[src/rtl/score_keeper.sv]
// ============================================================================
// Module  : score_keeper
// Brief   : Two-stage score accumulator (units of 10 points) with ghost-chain
//           multiplier, once-per-game extra life and optional high score.
//           Optional feature macro: SCORE_HISCORE_EN (hiscore register).
// Revision: 1.0 - initial release
// ============================================================================
`default_nettype none

module score_keeper #(
    parameter int SCORE_W           = 18,
    parameter int EXTRA_LIFE_THRESH = 1000,
    parameter int SCORE_MAX         = 262143   // must not exceed 2^SCORE_W-1
) (
    input  logic               clk,
    input  logic               rst_n,
    input  logic               new_game,
    input  logic               pellet_eaten,
    input  logic               power_eaten,
    input  logic               ghost_eaten,
    input  logic               fruit_eaten,
    input  logic [2:0]         fruit_idx,
    output logic [SCORE_W-1:0] score,
    output logic [SCORE_W-1:0] hiscore,
    output logic [7:0]         ghost_value,
    output logic               extra_life,
    output logic               score_upd
);

    localparam int c_inc_w = 10;
    localparam logic [SCORE_W:0]   c_max_wide = (SCORE_W+1)'(SCORE_MAX);
    localparam logic [SCORE_W-1:0] c_max      = SCORE_W'(SCORE_MAX);
    localparam logic [SCORE_W-1:0] c_thresh   = SCORE_W'(EXTRA_LIFE_THRESH);

    logic [c_inc_w-1:0] r_inc;
    logic [1:0]         r_chain;
    logic               r_life_given;
    logic [SCORE_W-1:0] r_score;
    logic [7:0]         r_ghost_value;
    logic               r_extra_life;
    logic               r_score_upd;

    logic [c_inc_w-1:0] w_inc;
    logic [c_inc_w-1:0] w_fruit_val;
    logic [1:0]         w_chain_base;
    logic [1:0]         w_chain_nxt;
    logic [7:0]         w_ghost_award;
    logic [SCORE_W:0]   w_sum;
    logic [SCORE_W-1:0] w_new_score;
    logic               w_cross;

    always_comb begin
        w_fruit_val = '0;
        if (fruit_eaten) begin
            case (fruit_idx)
                3'd0:    w_fruit_val = 10'd10;
                3'd1:    w_fruit_val = 10'd30;
                3'd2:    w_fruit_val = 10'd50;
                3'd3:    w_fruit_val = 10'd70;
                3'd4:    w_fruit_val = 10'd100;
                3'd5:    w_fruit_val = 10'd200;
                3'd6:    w_fruit_val = 10'd300;
                default: w_fruit_val = 10'd500;
            endcase
        end
    end

    // A power pellet restarts the chain before any same-cycle ghost is valued.
    always_comb begin
        w_chain_base  = power_eaten ? 2'd0 : r_chain;
        w_ghost_award = 8'd20 << w_chain_base;
        w_chain_nxt   = w_chain_base;
        if (ghost_eaten && (w_chain_base != 2'd3)) begin
            w_chain_nxt = w_chain_base + 2'd1;
        end
    end

    always_comb begin
        w_inc = w_fruit_val
              + {{(c_inc_w-1){1'b0}}, pellet_eaten}
              + (power_eaten ? 10'd5 : 10'd0)
              + (ghost_eaten ? {2'b00, w_ghost_award} : 10'd0);
    end

    always_comb begin
        w_sum       = {1'b0, r_score} + {{(SCORE_W+1-c_inc_w){1'b0}}, r_inc};
        w_new_score = (w_sum > c_max_wide) ? c_max : w_sum[SCORE_W-1:0];
        w_cross     = !r_life_given && (r_score < c_thresh) && (w_new_score >= c_thresh);
    end

    always_ff @(posedge clk or negedge rst_n) begin
        if (!rst_n) begin
            r_inc         <= '0;
            r_chain       <= 2'd0;
            r_life_given  <= 1'b0;
            r_score       <= '0;
            r_ghost_value <= '0;
            r_extra_life  <= 1'b0;
            r_score_upd   <= 1'b0;
        end else if (new_game) begin
            // Same-cycle events and the in-flight increment are dropped.
            r_inc         <= '0;
            r_chain       <= 2'd0;
            r_life_given  <= 1'b0;
            r_score       <= '0;
            r_ghost_value <= '0;
            r_extra_life  <= 1'b0;
            r_score_upd   <= (r_score != '0);
        end else begin
            r_inc        <= w_inc;
            r_chain      <= w_chain_nxt;
            if (ghost_eaten) begin
                r_ghost_value <= w_ghost_award;
            end
            r_score      <= w_new_score;
            r_score_upd  <= (w_new_score != r_score);
            r_extra_life <= w_cross;
            if (w_cross) begin
                r_life_given <= 1'b1;
            end
        end
    end

`ifdef SCORE_HISCORE_EN
    logic [SCORE_W-1:0] r_hiscore;

    always_ff @(posedge clk or negedge rst_n) begin
        if (!rst_n) begin
            r_hiscore <= '0;
        end else if (!new_game && (w_new_score > r_hiscore)) begin
            r_hiscore <= w_new_score;
        end
    end

    assign hiscore = r_hiscore;
`else
    assign hiscore = '0;
`endif

    assign score       = r_score;
    assign ghost_value = r_ghost_value;
    assign extra_life  = r_extra_life;
    assign score_upd   = r_score_upd;

endmodule

`default_nettype wire

[config.mk]
export PLATFORM = sky130hd
export DESIGN_NAME = score_keeper
export DESIGN_NICKNAME = d
export VERILOG_FILES = /design/src/rtl/score_keeper.sv
export SDC_FILE = /design/constraint.sdc
export NUM_CORES = 1
export LEC_CHECK = 0
export BUFFER_PORTS_ARGS = -buffer_cell sky130_fd_sc_hd__buf_2
export CORE_ASPECT_RATIO = 0.7
export CORE_MARGIN = 2
export CORE_UTILIZATION = 55
export CTS_CLUSTER_DIAMETER = 60
export DETAILED_ROUTE_END_ITERATION = 16
export PLACE_DENSITY = 0.76
export REMOVE_ABC_BUFFERS = 1
export SYNTH_ARGS = -nofsm -noshare
export SYNTH_HDL_FRONTEND = slang
export SYNTH_SLANG_ARGS = --single-unit
[constraint.sdc]
create_clock -name clk -period 3.1 [get_ports clk]
set_input_delay 0.62 -clock clk [delete_from_list [all_inputs] [get_ports clk]]
set_output_delay 0.62 -clock clk [all_outputs]
set_load 0.02 [all_outputs]
# [After elaboration in Yosys (flattened, before gate mapping)]
# Cells that the tools add are included.
[op_classes] n_addsub=5 n_lt_le_gt_ge=3 eq_ne=8 shift=1 muxes=16 n_reduce_logical=8
[ops] operator="case mux 9 bit (7 select lines)" count=1
[ops] operator="2-to-1 mux 18 bit" count=2
[ops] operator="2-to-1 mux 8 bit" count=3
[ops] operator="2-to-1 mux 10 bit" count=2
[ops] operator="adder 18 x 10 -> 19 bit" count=1
[ops] operator="> comparator 19 x 18 -> 1 bit, second input constant" count=1
[ops] operator="greater-or-equal comparator 18 x 10 -> 1 bit, second input constant" count=1
[ops] operator="< comparator 18 x 10 -> 1 bit, second input constant" count=1
[ops] operator="inequality test 18 bit" count=1
[ops] operator="nonzero test 18 bit" count=1
[ops] operator="adder 10 x 1 -> 10 bit" count=1
[ops] operator="adder 10 x 3 -> 10 bit" count=1
[ops] operator="adder 10 x 8 -> 10 bit" count=1
[ops] operator="== test 3 bit, second input constant" count=3
[ops] operator="left shift 5 x 2 -> 8 bit, first input constant" count=1
[ops] operator="== test 3 x 2 -> 1 bit, second input constant" count=2
[ops] operator="2-to-1 mux 2 bit" count=3
[ops] operator="2-to-1 mux 1 bit" count=4
[ops] operator="nonzero test 2 bit" count=2
[ops] operator="== test 3 x 1 -> 1 bit, second input constant" count=1
[ops] operator="logical AND 1 bit" count=3
[ops] operator="zero test 3 bit" count=1
[ops] operator="2-to-1 mux 3 bit" count=1
[ops] operator="adder 2 x 1 -> 2 bit, second input constant" count=1
[ops] operator="2 further kinds" count=2
[totals] regBits=41 in_bits=10 output_inout_bits=46 word_cells=48

# [Logic depth before layout (Yosys ltp)]
# Gate-level depths: netlist of run 1.
[depth] depth_word=7 mapped_depth=14 depth_no_buf=14

# [Worst setup path before layout of run 1]
# Ideal clock, no wire load.
[synth_timing] path_kind="input to register" start="input port power_eaten" end="register r_inc[8]" setup_ns=0.132 arrival_ns=3.012 t_required_ns=2.968 path_slack_ns=-0.044 path_stages=14 path_buffers=0 path_cell_list="nor2b_1 -> inv_1 -> ha_1 -> and2_1 -> fa_1 -> ha_1 -> a31o_2 -> a21oi_1 -> nor2_1 -> nor2_1 -> o21bai_1 -> a21oi_1 -> xor2_1 -> nor2_1"
[synth_between] elab_chain_cells=5 word_cells_on_any_way=7 cone_classes="add/sub (2); shift (1); mux (4)"
[synth_rtl] element="start, declared" line_no="19" text="input logic power_eaten,"
[synth_rtl] element="parallel branches: the longest is 3 deep, another holds adder 10 x 3 -> 10 bit"
[synth_rtl] element="adder 10 x 8 -> 10 bit *" line_no="82" text="+ (ghost_eaten ? {2'b00, w_ghost_award} : 10'd0);"
[synth_rtl] element="2-to-1 mux 10 bit *" line_no="100" text="end else if (new_game) begin"
[synth_rtl] element="end signal, assigned" line_no="110" text="r_inc <= w_inc;"
[synth_rtl] element="end, declared" line_no="35" text="logic [c_inc_w-1:0] r_inc;"
# Mark *: on every way between the ends.
# A chain may end at the register's enable or synchronous reset.

# [Worst setup path in the final report of run 1]
[layout_timing] start="input port power_eaten" end="register r_inc[9]"
# Same word-level chain as after synthesis.

==> results.toml, run 1 <==
[worst_setup_path]
reg2reg_to = "score_upd"
cp_slowest_cell = "fa_1"
critPathArrivalTime_ps = 3080
endpoint_kind = "register"
setup.worst_path.class = "input port to register"
worst-path-buf-inv = 2
path_max_fanout = 3
critPathTopFamily = "compound AO/OA/AOI/OAI gates"
path_cells = "buf_2, nor2b_1, inv_1, ha_1, and2_1, fa_1, ha_1, a21o_1, a21oi_1, o21bai_1, a21oi_1, o21bai_1, a21oi_1, nor2_1"
worst_path_largest_cell_delay_ps = 470
r2r_start = "score[0]"
worstPathRequired_ps = 3260
worst_setup_path_start_kind = "input port"
reg2reg_slack_ps = 220
cpMostUsedCell = "a21oi_1"
r2r_cells = 13

[placement]
dp.cells = 477
place_worst_setup_slack_ps = -139
place_area_um2 = 3470
dp_hpwl_um = 5420
gp_congestion = 0.899
io_buffers = 35

[final_layout]
diodes = 0
final_core_util_pct = 64.0
final_cells = 489
regArea_um2 = 976
syn2layout_area_growth_pct = 13.5
final_nets = 455
filler_cell_count = 494
fin_area_um2 = 3610
drive_gt1_share_pct = 22.0
multi_input_area_um2 = 2020

[die]
die_y_um = 67.6
initial_core_util_pct = 56.4
die-area_um2 = 6420
ioPinCount = 56
die_x_um = 94.9
core_um2 = 5640
num_rows = 23

[sta]
maxSlewHeadroom_pct = 42.3
fin_skew_ps = 2.31
final.min_clock_period_ps = 2920
fmax_ghz = 0.343
finalSetupTns_ps = 0
setup_viol = 0
hold_viol_final = 0
hold_ws_ps = 427
slew_violations = 0
tightest_slew_ps = 866
fin_crit_sh_pct = 94.2
setup_slack_ps = 180

[global_routing]
grt_max_degree = 41
grt_pass1_wl_um = 11800
grt-ovfl-total = 0
grt_pass1_vias = 2440
antenna_found_initial = 0
grt_usage_pct = 24.0

[logic_synthesis]
ys_async_sr_fraction_pct = 100
yosys.area.top_type = "dfrtp_1"
postSynthCellCount = 357
synth_cell_types = 70
synth_area_leaders = "dfrtp_1 31%, ha_1 12%, nor2_1 5.4%"
ys_seq_area_share_pct = 30.7
syn_area_per_cell_um2 = 8.91
yosysTopAreaCellShare_pct = 30.7
yosysWarnings = 0
synth_area_um2 = 3180
synth_edf_count = 0
ys_ff_latch = 39
synth-main-ff-cell = "dfrtp_1"

[detailed_routing]
ant_nets = 0
vias_per_cell = 5.54
drt-total-wl_um = 7220
wl_per_cell_um = 14.8
drt_iter0_markers = 163
vias = 2707
drc = 0
drtPass1Iterations = 4

[power_and_ir_drop]
power.total_mw = 1.57
power.density_nw_per_um2 = 434
p_leak_nw = 1.80
vdd_drop_max_mv = 0.299

[hold_path]
min_path_type = "input port to async pin"

[run_status]
status = "finished clean"

[clock_network]
cts-root-buf = "clkbuf_8"
clock_sinks = 39
cts_tree = "built"
worstSkewPairLatency_ps = 300
ctsHtreeMaxLevel = 2
cts_buffers = 5
path_clk_slew_ps = 80
clock_path_buffers = 2
hold_buffers = 0

[job]
maxCapViolCount = 0
==> cell families (layout without fill, tap and decap cells) <==
kind of cell             Yosys count  count (layout)  share of synthesized area (%)
adder cells (fa/ha/maj)           32              32                           13.1
XOR/XNOR                          21              21                           5.78
other                              1              20                          0.118
AND/OR/NAND/NOR                  123             123                           20.5
flip-flops                        39              39                           30.7
multiplexers                       1               1                          0.315
AO/OA/AOI/OAI                     94              94                           21.0
buffers and inverters             46              84                           8.54
==> registers in the layout, indices dropped and copies added, names as in the netlist <==
signal	flops
r_chain	2
score_upd	1
r_inc	10
ghost_value	6
r_life_given	1
score	18
extra_life	1
==> cells in the mapped netlist (3+ instances only) <==
cell / count
clkbuf_1: 3
nor4_1: 3
buf_4: 21
nor2b_1: 9
a22o_1: 3
nor3b_1: 3
nand3_1: 11
nor2_1: 46
o31ai_1: 4
a21o_1: 3
o21ai_0: 8
o21bai_1: 6
a31oi_1: 3
xnor2_1: 18
o21a_1: 3
nand2_1: 11
dfrtp_1: 39
and3_1: 4
and2_1: 8
o221ai_1: 3
nor3_1: 5
a211oi_1: 6
ha_1: 30
nand2b_1: 5
inv_1: 16
xor2_1: 3
a21oi_1: 31
==> layout by cell type, fill, tap and decap left out, types with 3 or more instances in the layout <==
master,synthesis,routed
ha_1,30,29
inv_1,16,16
conb_1,1,20
buf_2,2,35
o21bai_1,6,6
and3_1,4,4
a31oi_1,3,3
nor4_1,3,3
nor3b_1,3,3
dfrtp_1,39,39
xnor2_1,18,18
a22o_1,3,3
o221ai_1,3,3
buf_4,21,25
and2_1,8,8
nand2b_1,5,5
xor2_1,3,3
nor2_1,46,46
nand2_1,11,11
o21ai_0,8,8
a211oi_1,6,6
o31ai_1,4,3
nor3_1,5,5
nand3_1,11,11
a21o_1,3,3
a21oi_1,31,30
nor2b_1,9,9
o21a_1,3,3
clkbuf_8,1,7
==> report_power, final <==
| group | leakage [nW] | total, mW | switching [mW] | internal, mW |
|---|---|---|---|---|
| Clock | 0.0515 | 0.390 | 0.187 | 0.203 |
| Combinational | 1.23 | 0.592 | 0.351 | 0.241 |
| Sequential | 0.524 | 0.586 | 0.0372 | 0.549 |
| Total | 1.80 | 1.57 | 0.575 | 0.993 |
==> how the worst max path moves through the flow <==
stage,from,endpoint,cells past startpoint
6_report,power_eaten,r_inc[9],14
5_1_grt,fruit_idx[0],r_inc[9],14
4_1_cts,fruit_idx[0],r_inc[8],15
3_5_place_dp,fruit_idx[0],r_inc[8],15
3_3_place_gp,fruit_idx[0],r_inc[8],15
2_1_floorplan,power_eaten,r_inc[8],14
==> layer usage <==
| layer | global-route usage, % | vias to the layer above | part of all wire [%] |
|---|---|---|---|
| met4 | 6.52 | 0 | 0.94 |
| met1 | 34.3 | 1283 | 49 |
| met5 | 0 | - | 0 |
| met3 | 5.47 | 9 | 7.1 |
| met2 | 36.5 | 73 | 43 |
| li1 | - | 1342 | - |
==> cell type report <==
class                   instances  area share (%)
clock buffers                   8            2.77
inverters                      16            1.66
multi-input cells             291            55.9
flip-flops and latches         39            27.0
well taps                      75            2.60
repair buffers                 60            10.0
==> timing repair <==
action	4_1_cts	5_1_grt
setup endpoints to repair	0	3
setup buffers	0	4
resized for setup	0	4
endpoints found under the hold margin	0	0
No activity file was read; power rests on OpenSTA's default activity.
==> run 2: changes to the inputs <==
==> config.mk (replaced) <==
export PLATFORM = sky130hd
export DESIGN_NAME = score_keeper
export DESIGN_NICKNAME = d
export VERILOG_FILES = /design/src/rtl/score_keeper.sv
export SDC_FILE = /design/constraint.sdc
export NUM_CORES = 1
export LEC_CHECK = 0
export CORE_ASPECT_RATIO = 0.7
export CORE_MARGIN = 2
export CORE_UTILIZATION = 64
export CTS_CLUSTER_DIAMETER = 60
export DETAILED_ROUTE_END_ITERATION = 16
export DONT_BUFFER_PORTS = 1
export PLACE_DENSITY = 0.77
export REMOVE_ABC_BUFFERS = 1
export SYNTH_ARGS = -nofsm -noshare
export SYNTH_HDL_FRONTEND = slang
export SYNTH_SLANG_ARGS = --single-unit
==> run 2 against run 1 <==
Utilization is 9.6 points higher. Hold slack worse by 49 ps. Via count is 0.37% higher. Worst setup slack better by 4.4 ps. Sequential power is 0.7% lower. Maximum frequency is 0.15% higher.
==> results.toml, run 2 (synthesized netlist as in run 1, its figures left out) <==
[sta]
rsz0062_at_grt = "false"
tightest_slew_ps = 716
fin_skew_ps = 9.26
fmax_ghz = 0.343
finalSetupTns_ps = 0
final.min_clock_period_ps = 2920
slew_violations = 0
maxSlewHeadroom_pct = 52.1
fin_crit_sh_pct = 94.0
hold_viol_final = 0
setup_viol = 0

[worst_setup_path]
endpoint_kind = "register"
worst_setup_path_start_kind = "register"
cpMostUsedCell = "a211oi_2"
r2r_cells = 12
critPathArrivalTime_ps = 3080
worst_path_largest_cell_delay_ps = 550
cp_slowest_cell = "or4b_1"
worst-path-buf-inv = 2
cp.depth = 12
worstPathRequired_ps = 3260
path_max_fanout = 8
path_cells = "ha_1, inv_1, fa_2, nand2b_4, a211oi_2, buf_4, nor3_4, a21oi_4, or4b_1, a32o_1, a211oi_2, a22oi_2"
setup.worst_path.class = "register to register"
critPathTopFamily = "simple AND/OR/NAND/NOR gates"

[die]
die-area_um2 = 5560
die_x_um = 88.3
ioPinCount = 56
die_y_um = 63.0
core_um2 = 4780
initial_core_util_pct = 66.5
num_rows = 21

[global_routing]
grt_pass1_wl_um = 12300
grt_usage_pct = 28.4
antenna_found_initial = 0
grt-ovfl-total = 0
grt_max_degree = 41
grt_pass1_vias = 2490

[detailed_routing]
ant_nets = 0
drc = 0
drtPass1Iterations = 7
vias = 2717
vias_per_cell = 6.01
drt_iter0_markers = 262
wl_per_cell_um = 16.8
drt-total-wl_um = 7590

[clock_network]
worstSkewPairLatency_ps = 300
ctsHtreeMaxLevel = 2
clock_path_buffers = 2
cts_tree = "built"
path_clk_slew_ps = 80
cts-root-buf = "clkbuf_8"
cts_buffers = 5
clock_sinks = 39

[placement]
dp.cells = 435
dp_hpwl_um = 5410
gp_congestion = 0.931
io_buffers = 0

[job]
maxCapViolCount = 0

[final_layout]
final_nets = 424
drive_gt1_share_pct = 14.4
diodes = 0
final_common_cell = "nor2_1"
final_cell_mix = "46 x nor2_1, 39 x dfrtp_1, 31 x a21oi_1"
largest_reg_flops = 18
final_cells = 452
syn2layout_area_growth_pct = 10.6

[power_and_ir_drop]
power.density_nw_per_um2 = 482
p_leak_nw = 1.68
vdd_drop_max_mv = 0.343

[hold_path]
min_path_type = "input port to register"
hold_path_depth = 1

[run_status]
status = "finished clean"
run 2: power breakdown:
part	total [mW]	switching [mW]	internal, mW
Combinational	0.602	0.361	0.241
Clock	0.512	0.190	0.322
Sequential	0.582	0.0333	0.549
run 2: through the flow:
step	total power [mW]	worst slack (ps)	area, µm²	hold slack, ps	utilization (%)
4_1_cts	1.66	143	3440	0.227	71.9
6_report	1.70	185	3520	378	73.6
2_1_floorplan	0.997	-30.3	3040	324	-
3_3_place_gp	1.13	61.5	3280	325	68.5
3_5_place_dp	1.14	-30.8	3280	325	68.5
5_1_grt	1.79	19.4	3520	367	73.6
run 2: timing repair:
item	in CTS	in global routing
buffers inserted	0	3
hold buffers	3	3
hold endpoints to repair	6	7
resized for setup	0	6
endpoints found under the setup margin	0	1
run 2: cell type report:
type	instances	area [µm²]
Multi-Input combinational cell	291	2030
Fill cell	364	1260
Sequential cell	39	976
Timing Repair Buffer	29	233
Tap cell	69	86.3
Clock buffer	6	72.6
Clock inverter	2	60.1
Inverter	16	60.1
run 2: worst register-to-register path: stages, from the launching register on:
cell,delay (ps)
dfrtp_1,380
ha_1,240
inv_1,90
fa_2,210
nand2b_4,130
a211oi_2,70
buf_4,150
nor3_4,230
a21oi_4,140
or4b_1,550
a32o_1,310
a211oi_2,170
a22oi_2,110
run 2: final timing paths:
check	start	endpoint	slack, ps
worst max-delay path	score[0]	score_upd	180
worst min-delay path	new_game	ghost_value[2]	380
worst max register to register	score[0]	score_upd	180
worst min register to register	r_life_given	extra_life	570
max in group asynchronous	rst_n	r_inc[1]	1830
min in group asynchronous	rst_n	score[12]	530
run 2: layer usage:
layer  part of all wire [%]  routed length, µm  vias to the layer above  global-route usage (%)
met4                    1.4                110                        0                    7.39
met3                     10                793                       12                    8.59
li1                       -                  -                     1282                       -
met5                      0                  0                        -                       0
met2                     44               3330                      137                    41.1
met1                     44               3360                     1286                    41.4
==> run 3: changes to the inputs <==
==> constraint.sdc (replaced) <==
create_clock -name clk -period 2.7 [get_ports clk]
set_input_delay 0.54 -clock clk [delete_from_list [all_inputs] [get_ports clk]]
set_output_delay 0.54 -clock clk [all_outputs]
set_load 0.02 [all_outputs]
==> run 3 against run 2 <==
The run now ends with negative setup slack left. Clock power increased by 2%. Critical path depth decreased by 1. Maximum frequency increased by 4.3%. Sequential share of layout area decreased by 3.6 points. Critical endpoint unchanged.
==> results.toml, run 3 (synthesized netlist as in run 1, its figures left out) <==
[run_status]
status = "finished, violations left"
violations = "negative setup slack"

[final_layout]
diodes = 0
filler_cell_count = 275
final_cell_mix = "72 x buf_4, 43 x nor2_1, 39 x dfrtp_1"
final_common_cell = "buf_4"
syn2layout_area_growth_pct = 27.3
final_nets = 470
drive_gt1_share_pct = 32.2
largest_reg_flops = 18
fin_area_um2 = 4050

[worst_setup_path]
path_max_fanout = 5
worstPathRequired_ps = 2860
endpoint_kind = "register"
cp_slowest_cell = "dfrtp_1"
worst_setup_path_start_kind = "register"
critPathArrivalTime_ps = 2950
path_cells = "ha_4, inv_2, fa_2, nand2b_4, a211oi_4, nor3_4, buf_6, a21o_4, or3_4, a211oi_2, a22oi_2"
worst_path_largest_cell_delay_ps = 400
reg2reg_slack_ps = -100
setup.worst_path.class = "register to register"

[sta]
fin_skew_ps = 5.14
fmax_ghz = 0.358
maxSlewHeadroom_pct = 62.5
fin_crit_sh_pct = 104
slew_violations = 0
final.min_clock_period_ps = 2800
setup_slack_ps = -95.2
hold_viol_final = 0
finalSetupTns_ps = -171
setup_viol = 4
tightest_slew_ps = 559
hold_ws_ps = 61.2
rsz0062_at_grt = "true"

[die]
die-area_um2 = 5560
ioPinCount = 56
die_y_um = 63.0
initial_core_util_pct = 66.5
core_um2 = 4780
die_x_um = 88.3
num_rows = 21

[clock_network]
clock_path_buffers = 2
ctsHtreeMaxLevel = 2
worstSkewPairLatency_ps = 310
cts-root-buf = "clkbuf_8"
cts_buffers = 5
cts_tree = "built"
path_clk_slew_ps = 90
clock_sinks = 39

[power_and_ir_drop]
power.density_nw_per_um2 = 522
p_leak_nw = 1.93
power.total_mw = 2.12
vdd_drop_max_mv = 0.327

[detailed_routing]
drc = 0
ant_nets = 0
drtPass1Iterations = 5
drt_iter0_markers = 252
wl_per_cell_um = 19.3
vias = 3045
vias_per_cell = 6.11
drt-total-wl_um = 9590

[global_routing]
antenna_found_initial = 0
grt_usage_pct = 33.9
grt-ovfl-total = 0
grt_pass1_wl_um = 14500
grt_max_degree = 41
grt_pass1_vias = 3051

[placement]
place_worst_setup_slack_ps = -347
dp_hpwl_um = 6160
gp_congestion = 0.977
place_area_um2 = 3590
io_buffers = 0

[hold_path]
min_path_type = "input port to async pin"

[job]
maxCapViolCount = 0
==> run 3: changes by cell type in the layout (fill, tap and decap cells not counted), moves of 3 or more <==
| cell | previous run | this run |
|---|---|---|
| buf_4 | 23 | 72 |
| dlygate4sd3_1 | 6 | 0 |
| ha_1 | 30 | 24 |
| ha_4 | 0 | 5 |
| a21oi_1 | 31 | 28 |
| a21oi_2 | 1 | 4 |
| nor2_1 | 46 | 43 |
| nor2_2 | 0 | 3 |
| o31ai_1 | 4 | 1 |
| o31ai_2 | 0 | 3 |
==> run 3: path summary, 6_finish.rpt <==
path / from / to / cells past startpoint
worst min-delay path: rst_n / score[10] / 1
worst min register to register: r_life_given / extra_life / 2
worst max-delay path: score[0] / score_upd / 11
max in group asynchronous: rst_n / ghost_value[3] / 1
worst max register to register: score[0] / score_upd / 11
min in group clk: new_game / r_inc[1] / 1
==> run 3: timing repair <==
item                                    4_1_cts  5_1_grt
buffers inserted                              7        7
hold endpoints to repair                     39        0
hold buffers                                  1        0
pin swaps                                    10       34
resized for setup                            19       27
endpoints found under the setup margin        6        9
==> run 3: final cells by class <==
class                           count  area, µm²  area share [%]
Timing Repair Buffer               75        583            14.4
Clock inverter                      3       47.5            1.17
Multi-Input combinational cell    291       2230            55.0
Tap cell                           69       86.3            2.13
Inverter                           16       60.1            1.48
Clock buffer                        5       68.8            1.70
Sequential cell                    39        976            24.1
==> run 3: metrics by stage <==
step	cells	util [%]
2_1_floorplan	346	-
3_3_place_gp	477	75.1
3_5_place_dp	477	75.1
4_1_cts	492	81.0
5_1_grt	498	84.7
6_report	498	84.7
==> run 3: per-layer routing <==
| layer | wire length [µm] | share of wire [%] | global-route usage, % |
|---|---|---|---|
| met5 | 0 | 0 | 0 |
| met3 | 985 | 10 | 8.72 |
| met1 | 3720 | 39 | 45.2 |
| met2 | 4530 | 47 | 54.7 |
| met4 | 349 | 3.6 | 9.47 |
==> run 3: report_power, final <==
group | switching, mW | total, mW | leakage [nW] | internal, mW
registers | 0.0420 | 0.672 | 0.524 | 0.630
logic | 0.497 | 0.923 | 1.35 | 0.426
clock network | 0.241 | 0.521 | 0.0587 | 0.280
==> run 3: worst max-delay path, delay by kind of cell (launching register included) <==
family | cells | cell delay [ps]
compound gates | 4 | 900
simple gates | 3 | 630
fa+ha+maj | 2 | 510
flops | 1 | 400
buf+inv | 2 | 190
